===== src/rtl/seq_divider_pkg.sv =====
// Shared definitions for the sequential restoring divider.
package seq_divider_pkg;

  localparam int DEF_WIDTH = 4;

  typedef enum logic [1:0] {
    IDLE = 2'd0,
    RUN  = 2'd1,
    DONE = 2'd2
  } state_t;

endpackage


===== src/rtl/ripple_subtractor.sv =====
// N-bit ripple-borrow subtractor: diff = a - b, bout set when a < b.
module ripple_subtractor #(
  parameter int N = 5
) (
  input  logic [N-1:0] a,
  input  logic [N-1:0] b,
  output logic [N-1:0] diff,
  output logic         bout
);

  logic [N:0] bw;

  assign bw[0] = 1'b0;

  // One full-subtractor cell per bit, borrow rippling upward.
  for (genvar i = 0; i < N; i++) begin : g_cell
    assign diff[i]  = a[i] ^ b[i] ^ bw[i];
    assign bw[i+1]  = (~a[i] & b[i]) | (~(a[i] ^ b[i]) & bw[i]);
  end

  assign bout = bw[N];

endmodule


===== src/rtl/seq_divider.sv =====
// Sequential restoring divider: one quotient bit per RUN cycle.
// Results and flags are registered on the DONE->IDLE edge together with
// the one-cycle done pulse, so they stay stable until the next division.
module seq_divider
  import seq_divider_pkg::*;
#(
  parameter int WIDTH = DEF_WIDTH
) (
  input  logic             clock,
  input  logic             reset,
  input  logic             start,
  input  logic [WIDTH-1:0] dividend,
  input  logic [WIDTH-1:0] divisor,
  output logic [WIDTH-1:0] quotient,
  output logic [WIDTH-1:0] remainder,
  output logic             busy,
  output logic             done,
  output logic             div_by_zero
);

  localparam int CW = $clog2(WIDTH + 1);

  state_t state, state_nx;

  logic [WIDTH:0]   a;       // partial remainder, one guard bit
  logic [WIDTH-1:0] q;       // dividend shifting out / quotient shifting in
  logic [WIDTH-1:0] m;       // latched divisor
  logic [CW-1:0]    count;   // iterations left
  logic             dz;      // latched divide-by-zero, published with done

  logic [WIDTH:0]   a_sh;
  logic [WIDTH-1:0] q_sh;
  logic [WIDTH:0]   d;
  logic             borrow;

  // {A,Q} shifted left one bit as a pair.
  assign a_sh = (a << 1) | (WIDTH+1)'(q[WIDTH-1]);
  assign q_sh = q << 1;

  ripple_subtractor #(.N(WIDTH + 1)) u_sub (
    .a    (a_sh),
    .b    ({1'b0, m}),
    .diff (d),
    .bout (borrow)
  );

  assign busy = (state != IDLE);

  // State register.
  always_ff @(posedge clock) begin
    if (reset) state <= IDLE;
    else       state <= state_nx;
  end

  // Next-state: zero divisor skips straight to DONE; RUN lasts WIDTH cycles.
  always_comb begin
    state_nx = state;
    case (state)
      IDLE:    if (start) state_nx = (divisor == '0) ? DONE : RUN;
      RUN:     if (count == CW'(1)) state_nx = DONE;
      DONE:    state_nx = IDLE;
      default: state_nx = IDLE;
    endcase
  end

  // Iteration datapath and registered results.
  always_ff @(posedge clock) begin
    if (reset) begin
      a           <= '0;
      q           <= '0;
      m           <= '0;
      count       <= '0;
      dz          <= 1'b0;
      quotient    <= '0;
      remainder   <= '0;
      done        <= 1'b0;
      div_by_zero <= 1'b0;
    end else begin
      done <= 1'b0;
      case (state)
        IDLE: begin
          if (start) begin
            if (divisor == '0) begin
              // Preload the saturated result so DONE publishes it uniformly.
              m     <= '0;
              q     <= '1;
              a     <= {1'b0, dividend};
              count <= '0;
              dz    <= 1'b1;
            end else begin
              m           <= divisor;
              q           <= dividend;
              a           <= '0;
              count       <= CW'(WIDTH);
              dz          <= 1'b0;
              div_by_zero <= 1'b0;
            end
          end
        end
        RUN: begin
          // Restoring step: keep the difference only if it did not borrow.
          a     <= borrow ? a_sh : d;
          q     <= q_sh | WIDTH'(!borrow);
          count <= count - CW'(1);
        end
        DONE: begin
          quotient    <= q;
          remainder   <= a[WIDTH-1:0];
          div_by_zero <= dz;
          done        <= 1'b1;
        end
        default: ;
      endcase
    end
  end

endmodule

===== config.mk =====
export PLATFORM = sky130hd
export DESIGN_NAME = seq_divider
export DESIGN_NICKNAME = d
export VERILOG_FILES = /design/src/rtl/seq_divider_pkg.sv /design/src/rtl/ripple_subtractor.sv /design/src/rtl/seq_divider.sv
export SDC_FILE = /design/constraint.sdc
export NUM_CORES = 1
export LEC_CHECK = 0
export BUFFER_PORTS_ARGS = -buffer_cell sky130_fd_sc_hd__buf_2
export CAP_MARGIN = 30
export CORE_MARGIN = 1
export CORE_UTILIZATION = 51
export DETAILED_ROUTE_END_ITERATION = 10
export GPL_ROUTABILITY_DRIVEN = 0
export GPL_TIMING_DRIVEN = 0
export PLACE_DENSITY = 0.71
export SETUP_SLACK_MARGIN = 0.1
export SYNTH_ARGS = -nofsm -noshare
export SYNTH_HDL_FRONTEND = slang
export SYNTH_HIERARCHICAL = 1
export SYNTH_SLANG_ARGS = --single-unit

===== constraint.sdc =====
create_clock -name clock -period 3.4 [get_ports clock]
set_clock_uncertainty 0.15 [all_clocks]
set_input_delay 0.68 -clock clock [delete_from_list [all_inputs] [get_ports clock]]
set_output_delay 0.68 -clock clock [all_outputs]
set_load 0.01 [all_outputs]

==> qor.yml, run 1 <==
die:
  die_h_microns: 54.8
  num_rows: 18
  die_w_microns: 54.8
  core-area_sq_um: 2540
  dieArea_sq_um: 3000
  io_pins: 22
  start_util: 0.559
pwr:
  power.density_nw_per_um2: 446
  p_int_w: 0.000529
  p_clk_frac: 0.303
  power.leakage_nw: 0.676
  switching_share: 0.264
  p_switching_w: 0.000190
  ir_drop_v: 0.000346
  seq_power_share: 0.503
  combPwrFrac: 0.194
timing:
  slew_headroom: 0.604
  period_needed_ns: 2.88
  setup_viol: 0
  fin_tns_setup_ns: 0
  clock.fmax_mhz: 347
  rsz0062_at_grt: "false"
  hold_viol_final: 0
  whs_ns: 0.311
  slew_violations: 0
  worst_pin_slew_ns: 0.590
  timing.final.crit_share: 0.847
setup_path:
  r2r_setup_slack_ns: 0.52
  crit_end: "a[0]$_SDFFE_PP0P_"
  path_depth: 13
  max_stage_delay_ns: 0.37
  crit_slowest_cell: "dfxtp_1"
  cp.required_ns: 3.47
  crit_start: "q[3]$_SDFFE_PP0P_"
  cpMostUsedCell: "inv_1"
  path_delay_family: "adder cells"
  reg2reg_to: "a[0]$_SDFFE_PP0P_"
  worst-r2r-cell-count: 13
  crit_buf_inv: 5
  reg2reg_from: "q[3]$_SDFFE_PP0P_"
  cp-end-kind: "register"
  crit_chain: "inv_1 -> ha_1 -> inv_1 -> fa_1 -> inv_1 -> fa_1 -> fa_1 -> inv_1 -> fa_1 -> inv_1 -> mux2_2 -> a32oi_1 -> a211oi_1"
  setup.worst_path.start_class: "register"
  crit_path_max_fanout: 5
  worstPathArrival_ns: 2.94
  critPathKind: "register to register"
placement:
  place_hpwl_microns: 2110
  post_dp_cell_area_sq_um: 1560
  port_buffers: 20
global_route:
  groute.usage.overall: 0.232
  antenna_found_initial: 0
  grt_start_max_net_pins: 17
  grt_pass1_vias: 1126
  grt_overflow: 0
  grt_pass1_wl_microns: 4850
detailed_routing:
  drtIter0Drc: 26
  drt_wl_total_microns: 2840
  wl_per_cell_microns: 13.4
  wl_met1_microns: 1280
  vias_per_cell: 5.32
  top_layer: "met4"
  first_pass_iters: 4
  drtAntennaViolNets: 0
  routed-wl-met3_microns: 106
  drc: 0
  route.vias.total: 1127
  met2_length_microns: 1410
final_layout:
  ff_latch_area_sq_um: 561
  fin_util: 0.634
  final_nets: 201
  syn2layout_area_growth_pct: 13.4
  multi_input_area_sq_um: 752
  fillers: 235
  drive_gt1_frac: 0.209
  finalInstanceArea_sq_um: 1610
  antenna_cells_inserted: 0
clocking:
  cts_tree: "yes"
  ctsResizeCount: 0
  postCtsSetupBuffers: 0
  clkSlewWorstSetupHoldPaths_ns: 0.15
  cts_made_buffers: 3
  h-tree-depth: 1
  clockBufferDepth: 2
  clk_latency_ns: 0.33
  cts_sinks: 28
  cts.hold.buffers_added: 0
  clock_tree.root_cell: "clkbuf_4"
synthesis:
  async_flop_share: 0
  yosys-top-cells-area: "dfxtp_1 (39%), fa_1 (5.6%), nand2_1 (4.5%)"
  yosys_warnings: 6
  syn_inst: 158
  netlist_area_sq_um: 1420
  ys_seq_area_frac: 0.394
  synth_ff_type: "dfxtp_1"
  synth.most_common_cell: "dfxtp_1"
  syn_area_per_cell_sq_um: 9.00
  ys_ff_latch: 28
  synth-edff-count: 0
  synth_top_area_frac: 0.394
  synth_fp_nets: 176
  synth_common_cells: "dfxtp_1 (28), nand2_1 (17), inv_1 (16)"
  yosys.area.top_type: "dfxtp_1"
  synthDistinctLibCells: 34
flow_run:
  maxCapViolCount: 0
status:
  status: "complete, no violations"
hold_path:
  hold_path.class: "register to register"
-- area by class of cell --
type,instances,share of cell area
tap,30,0.0233
sequential,28,0.348
clock buffer,3,0.0140
timing repair buffer,20,0.0621
buffer,9,0.0310
inverter,16,0.0372
multi-input combinational,105,0.466
clock inverter,1,0.0186
-- state kept, by name, summed over array words and instances (netlist names) --
register / cells
a: 4
count: 3
div_by_zero: 1
done: 1
dz: 1
m: 4
q: 4
quotient: 4
remainder: 4
state: 2
-- worst min path at each step --
stage,from,endpoint,cells past startpoint
6_report,quotient[1]$_SDFFE_PP0P_,quotient[1]$_SDFFE_PP0P_,2
5_1_grt,remainder[2]$_SDFFE_PP0P_,remainder[2]$_SDFFE_PP0P_,2
4_1_cts,quotient[1]$_SDFFE_PP0P_,quotient[1]$_SDFFE_PP0P_,2
3_5_place_dp,quotient[1]$_SDFFE_PP0P_,quotient[1]$_SDFFE_PP0P_,2
3_3_place_gp,remainder[1]$_SDFFE_PP0P_,remainder[1]$_SDFFE_PP0P_,2
2_1_floorplan,q[0]$_SDFFE_PP0P_,quotient[0]$_SDFFE_PP0P_,2
-- routing by layer --
| layer | vias to the layer above | track usage |
|---|---|---|
| li1 | 580 | - |
| met1 | 507 | 0.271 |
| met2 | 34 | 0.392 |
| met3 | 6 | 0.0611 |
| met4 | 0 | 0.103 |
| met5 | - | 0 |
-- kinds of logic (layout without fill, tap and decap cells) --
kind of cell / count (synthesis) / in the layout / synth area share
AOI/OAI and AO/OA: 34 / 34 / 0.167
other: 1 / 1 / 0.00264
muxes: 10 / 10 / 0.0739
DFF: 28 / 28 / 0.394
and+or+nand+nor: 53 / 53 / 0.202
buffers and inverters: 25 / 49 / 0.0774
adders and majority gates: 7 / 7 / 0.0827
-- worst reg2reg max path, delay by kind of cell (launching register included) --
family / cells / cell delay [ns]
DFF: 1 / 0.37
muxes: 1 / 0.36
AOI/OAI and AO/OA: 2 / 0.29
buffers and inverters: 5 / 0.42
adders and majority gates: 5 / 1.20
-- power groups by stage --
stage	logic, W	registers, W	clock network (W)
global placement	0.000131	0.000368	0
CTS	0.000138	0.000362	0.000222
finish	0.000139	0.000362	0.000218
floorplan	0.000104	0.000365	0
detailed placement	0.000136	0.000369	0
global route	0.000157	0.000365	0.000234
-- stage by stage --
stage | setup WS [ns] | std cells | total power, W
after floorplan | 0.793 | 158 | 0.000469
after global placement | 0.636 | 208 | 0.000499
after detailed placement | 0.585 | 208 | 0.000505
after CTS | 0.531 | 212 | 0.000721
after global routing | 0.344 | 212 | 0.000757
final | 0.521 | 212 | 0.000719
-- cells in the final DEF, fill, tap and decap left out, types with 5 or more instances in the layout --
cell type | netlist | final
a21oi_1 | 9 | 9
a32oi_1 | 5 | 5
buf_2 | 1 | 21
clkbuf_1 | 5 | 5
dfxtp_1 | 28 | 28
inv_1 | 16 | 16
mux2i_1 | 6 | 6
nand2_1 | 17 | 17
nor2_1 | 14 | 14
nor3_1 | 6 | 6
o21ai_0 | 5 | 5
(Power assumes the default switching activity.)
==> run 2, diff against run 1 <==
Clock period 3.4 ns to 2.8 ns, I/O delays scaled along.
==> run 2 against run 1 <==
  * Non-clock buffer count is 2 higher
  * Register-to-register slack worse by 0.40 ns
  * Clock power is 22% higher
  * Sequential power is 22% higher
  * Combinational power is 39% higher
  * Power is 25% higher
  * Sequential cell count stayed put
  * Critical path type unchanged
  * Cell count is 0.94% higher
==> qor.yml, run 2 (same netlist as run 1, synthesis figures left out) <==
status:
  status: "complete, no violations"
pwr:
  power.leakage_nw: 0.691
  power.density_nw_per_um2: 536
  power_w: 0.000900
  ir_drop_v: 0.000445
clocking:
  cts_sinks: 28
  h-tree-depth: 1
  clock_tree.root_cell: "clkbuf_4"
  clockBufferDepth: 2
  cts_tree: "yes"
  clkSlewWorstSetupHoldPaths_ns: 0.15
  cts_made_buffers: 3
  clk_latency_ns: 0.33
placement:
  dpl.cell_count: 208
  port_buffers: 20
  place_hpwl_microns: 2110
setup_path:
  crit_chain: "inv_2 -> ha_4 -> inv_2 -> fa_2 -> inv_2 -> fa_2 -> fa_2 -> inv_2 -> fa_2 -> inv_4 -> mux2_2 -> a32oi_1 -> a211oi_1"
  reg2reg_from: "q[3]$_SDFFE_PP0P_"
  worstPathArrival_ns: 2.75
  setup.worst_path.start_class: "register"
  critPathKind: "register to register"
  crit_slowest_cell: "dfxtp_2"
  cp-end-kind: "register"
  crit_buf_inv: 5
  crit_path_max_fanout: 5
  cp.required_ns: 2.87
  path_delay_family: "adder cells"
  r2r_setup_slack_ns: 0.12
  worst-r2r-cell-count: 13
  reg2reg_to: "a[3]$_SDFFE_PP0P_"
  max_stage_delay_ns: 0.36
global_route:
  grt_start_max_net_pins: 17
  grt_pass1_wl_microns: 4900
  grt_overflow: 0
  groute.usage.overall: 0.234
  antenna_found_initial: 0
  grt_pass1_vias: 1133
timing:
  rsz0062_at_grt: "true"
  fin_tns_setup_ns: 0
  slew_headroom: 0.563
  setup_viol: 0
  worst_pin_slew_ns: 0.651
  hold_viol_final: 0
  period_needed_ns: 2.68
  slew_violations: 0
  timing.final.crit_share: 0.957
  clock.fmax_mhz: 373
die:
  start_util: 0.559
  io_pins: 22
  dieArea_sq_um: 3000
  die_h_microns: 54.8
  core-area_sq_um: 2540
  num_rows: 18
  die_w_microns: 54.8
final_layout:
  fin_cells: 214
  final_nets: 203
  syn2layout_area_growth_pct: 18.0
  drive_gt1_frac: 0.299
  layout_common_cells: "dfxtp_1 (26), buf_2 (21), nand2_1 (17), nor2_1 (14), inv_1 (11)"
  antenna_cells_inserted: 0
  final_common_cell: "dfxtp_1"
detailed_routing:
  wl_per_cell_microns: 13.7
  drtIter0Drc: 40
  first_pass_iters: 4
  vias_per_cell: 5.41
  route.vias.total: 1157
  drtAntennaViolNets: 0
  drt_wl_total_microns: 2940
  drc: 0
hold_path:
  min_to: "a[0]$_SDFFE_PP0P_"
  hold_path.class: "input port to register"
  worstHoldPathCells: 2
  hold_start: "reset"
flow_run:
  maxCapViolCount: 0
run 2: cell types whose count changed in the layout (fill, tap and decap cells not counted), sizes merged:
cell  before  now
buf       24   26
run 2: where the power goes:
| group | total, W | internal [W] | switching, W | leakage [nW] |
|---|---|---|---|---|
| logic | 0.000193 | 0.0000896 | 0.000103 | 0.433 |
| clock network | 0.000267 | 0.000145 | 0.000122 | 0.0279 |
| registers | 0.000441 | 0.000422 | 0.0000191 | 0.229 |
| total | 0.000900 | 0.000656 | 0.000244 | 0.691 |
run 2: worst register-to-register path, stage by stage (launching register included):
cell      delay [ns]
dfxtp_2         0.36
inv_2           0.06
ha_4            0.13
inv_2           0.03
fa_2            0.32
inv_2           0.06
fa_2            0.18
fa_2            0.19
inv_2           0.04
fa_2            0.36
inv_4           0.10
mux2_2          0.34
a32oi_1         0.16
a211oi_1        0.09
run 2: per-layer routing:
metal / global-route usage / up-vias / part of all wire
li1: - / 584 / -
met1: 0.278 / 527 / 0.43
met2: 0.394 / 37 / 0.49
met3: 0.0611 / 9 / 0.049
met4: 0.0983 / 0 / 0.023
met5: 0 / - / 0
run 2: worst max path at each step:
stage / to / cells past startpoint / slack, ns / from
final: a[3]$_SDFFE_PP0P_ / 13 / 0.12 / q[3]$_SDFFE_PP0P_
after global placement: a[3]$_SDFFE_PP0P_ / 13 / 0.04 / q[3]$_SDFFE_PP0P_
after floorplan: a[0]$_SDFFE_PP0P_ / 13 / 0.19 / q[3]$_SDFFE_PP0P_
after CTS: a[0]$_SDFFE_PP0P_ / 13 / 0.07 / q[3]$_SDFFE_PP0P_
after detailed placement: a[0]$_SDFFE_PP0P_ / 13 / -0.01 / q[3]$_SDFFE_PP0P_
after global routing: a[3]$_SDFFE_PP0P_ / 13 / 0.007 / q[3]$_SDFFE_PP0P_
run 2: repair_timing:
action | CTS | global route
hold buffers | 0 | 0
hold endpoints to repair | 0 | 0
gates resized for setup | 9 | 9
endpoints found under the setup margin | 4 | 4
buffers inserted | 2 | 0
pin swaps | 4 | 1
run 2: stage by stage:
step / hold slack [ns] / util / setup WS, ns / instance area (sq um)
finish: 0.281 / 0.660 / 0.120 / 1680
detailed placement: 0.296 / 0.613 / -0.0146 / 1560
CTS: 0.275 / 0.646 / 0.0705 / 1640
global placement: 0.289 / 0.613 / 0.0355 / 1560
floorplan: 0.291 / - / 0.193 / 1420
global route: 0.264 / 0.660 / 0.00667 / 1680
run 2: layout make-up:
cell class	count	area (sq um)
Buffer	9	50.0
Multi-Input combinational cell	105	798
Timing Repair Buffer	22	115
Clock buffer	3	22.5
Clock inverter	1	30.0
Tap cell	30	37.5
Fill cell	228	866
Inverter	16	62.6
Sequential cell	28	563
==> run 3, diff against run 2 <==
Settings changed: SYNTH_HIERARCHICAL 1 to default.
==> run 3 against run 2 <==
  * Routed wire length up 2.2%
  * Critical path type unchanged
  * Cell area down 4.2%
  * Clock-buffer cell count unchanged
  * Sequential cell count unchanged
  * Non-clock buffer count down 1
  * Worst setup slack better by 0.056 ns
  * Largest power group unchanged
  * Critical path depth down 5
  * Critical endpoint is now a[2]$_SDFFE_PP0P_
  * Core utilization down 2.2 points
==> qor.yml, run 3 <==
pwr:
  seq_power_share: 0.494
  ir_drop_v: 0.000404
  p_clk_frac: 0.299
  power_w: 0.000907
  power.leakage_nw: 0.632
  combPwrFrac: 0.207
  p_int_w: 0.000656
  p_switching_w: 0.000251
  switching_share: 0.277
  power.density_nw_per_um2: 564
timing:
  setup_ws_ns: 0.176
  clock.fmax_mhz: 381
  slew_violations: 0
  fin_tns_setup_ns: 0
  rsz0062_at_grt: "false"
  worst_pin_slew_ns: 0.504
  whs_ns: 0.314
  timing.final.crit_share: 0.937
  hold_viol_final: 0
  slew_headroom: 0.664
  setup_viol: 0
  period_needed_ns: 2.62
placement:
  post_dp_cell_area_sq_um: 1510
  post-place-ws_ns: 0.0140
  place_hpwl_microns: 2160
  port_buffers: 20
clocking:
  cts_made_buffers: 3
  cts_tree: "yes"
  clockBufferDepth: 2
  h-tree-depth: 1
  clock_tree.root_cell: "clkbuf_4"
  clk_latency_ns: 0.34
  postCtsSetupBuffers: 0
  clkSlewWorstSetupHoldPaths_ns: 0.16
  cts_sinks: 28
final_layout:
  final_common_cell: "dfxtp_1"
  syn2layout_area_growth_pct: 16.8
  drive_gt1_frac: 0.250
  layout_common_cells: "dfxtp_1 (27), buf_2 (20), nand2_1 (17), a21oi_1 (12), nor2_1 (11)"
  finalInstanceArea_sq_um: 1610
  antenna_cells_inserted: 0
  final_nets: 194
  ff_latch_area_sq_um: 564
  multi_input_area_sq_um: 759
  fillers: 238
global_route:
  grt_overflow: 0
  grt_pass1_vias: 1073
  grt_pass1_wl_microns: 4960
  groute.usage.overall: 0.241
  antenna_found_initial: 0
  grt_start_max_net_pins: 17
synthesis:
  yosys-top-cells-area: "dfxtp_1 (41%), nand2_1 (4.6%), a21oi_1 (4.4%)"
  async_flop_share: 0
  ys_seq_area_frac: 0.407
  syn_area_per_cell_sq_um: 9.05
  netlist_area_sq_um: 1380
  ys_ff_latch: 28
  syn_inst: 152
  synth_ff_type: "dfxtp_1"
  synth_top_area_frac: 0.407
  synth_common_cells: "dfxtp_1 (28), nand2_1 (17), a21oi_1 (12)"
  yosys_warnings: 0
  synth_fp_nets: 169
  yosys.area.top_type: "dfxtp_1"
  synthDistinctLibCells: 38
  synth.most_common_cell: "dfxtp_1"
  synth-edff-count: 0
setup_path:
  setup.worst_path.start_class: "register"
  crit_path_max_fanout: 6
  cp.required_ns: 2.92
  cp-end-kind: "register"
  crit_chain: "inv_2 -> ha_4 -> fa_2 -> fa_2 -> fa_2 -> nor3b_2 -> a211o_1 -> a221oi_2"
  crit_buf_inv: 1
  cpMostUsedCell: "fa_2"
  critPathKind: "register to register"
  worstPathArrival_ns: 2.75
  crit_slowest_cell: "fa_2"
  max_stage_delay_ns: 0.42
  path_delay_family: "adder cells"
status:
  status: "complete, no violations"
detailed_routing:
  drtAntennaViolNets: 0
  first_pass_iters: 4
  drtIter0Drc: 22
  vias_per_cell: 5.78
  met2_length_microns: 1450
  routed-wl-met3_microns: 91
  wl_per_cell_microns: 14.6
  top_layer: "met4"
  drt_wl_total_microns: 3000
  route.vias.total: 1190
  wl_met1_microns: 1400
  drc: 0
die:
  start_util: 0.546
  core-area_sq_um: 2520
  num_rows: 18
  die_w_microns: 54.0
  dieArea_sq_um: 2910
  io_pins: 22
  die_h_microns: 54.0
hold_path:
  hold_path.class: "register to register"
flow_run:
  maxCapViolCount: 0
==> run 3: path summary, 6_finish.rpt <==
path                             start                   endpoint  slack (ns)  depth (start not counted)
max                  q[3]$_SDFFE_PP0P_          a[2]$_SDFFE_PP0P_        0.18                          8
max reg2reg          q[3]$_SDFFE_PP0P_          a[2]$_SDFFE_PP0P_        0.18                          8
min reg2reg  remainder[1]$_SDFFE_PP0P_  remainder[1]$_SDFFE_PP0P_        0.31                          2
min          remainder[1]$_SDFFE_PP0P_  remainder[1]$_SDFFE_PP0P_        0.31                          2
==> run 3: logic make-up (layout without fill, tap and decap cells) <==
group,Yosys count,after routing,share of synthesized area
compound gates,42,42,0.211
buf+inv,19,43,0.0682
fa+ha+maj,6,6,0.0709
simple gates,52,52,0.206
flops,28,28,0.407
mux,5,5,0.0364
==> run 3: routing by layer <==
layer,up-vias,GRT usage
li1,580,-
met2,37,0.383
met4,0,0.127
met5,-,0
met1,566,0.317
met3,7,0.0282
==> run 3: final cells by class <==
type | count | share of cell area
plain buffers | 10 | 0.0374
clock buffers | 3 | 0.0140
clock inverters | 1 | 0.0187
inverters | 9 | 0.0210
multi-input cells | 105 | 0.472
flip-flops and latches | 28 | 0.351
well taps | 30 | 0.0233
repair buffers | 20 | 0.0623
==> run 3: metrics by stage <==
step,util,cells
finish,0.637,206
CTS,0.623,206
global placement,0.600,202
global route,0.637,206
detailed placement,0.600,202
floorplan,-,152
==> run 3: what timing repair did <==
| item | in CTS | in global routing |
|---|---|---|
| pin swaps | 0 | 6 |
| gates resized for setup | 2 | 9 |
| hold buffers | 0 | 0 |
| hold endpoints to repair | 0 | 0 |
| endpoints found under the setup margin | 4 | 4 |
==> run 3: power by group through the flow <==
| stage | sequential (W) | combinational [W] | clock, W |
|---|---|---|---|
| 5_1_grt | 0.000452 | 0.000211 | 0.000284 |
| 3_5_place_dp | 0.000455 | 0.000173 | 0 |
| 6_report | 0.000448 | 0.000188 | 0.000271 |
| 3_3_place_gp | 0.000454 | 0.000168 | 0 |
| 2_1_floorplan | 0.000448 | 0.000132 | 0 |
| 4_1_cts | 0.000447 | 0.000176 | 0.000275 |
==> run 3: worst min-delay path, cell delays in order, from the launching register on <==
cell and delay [ns]:
dfxtp_1 0.34, nand2_1 0.05, a21oi_1 0.05
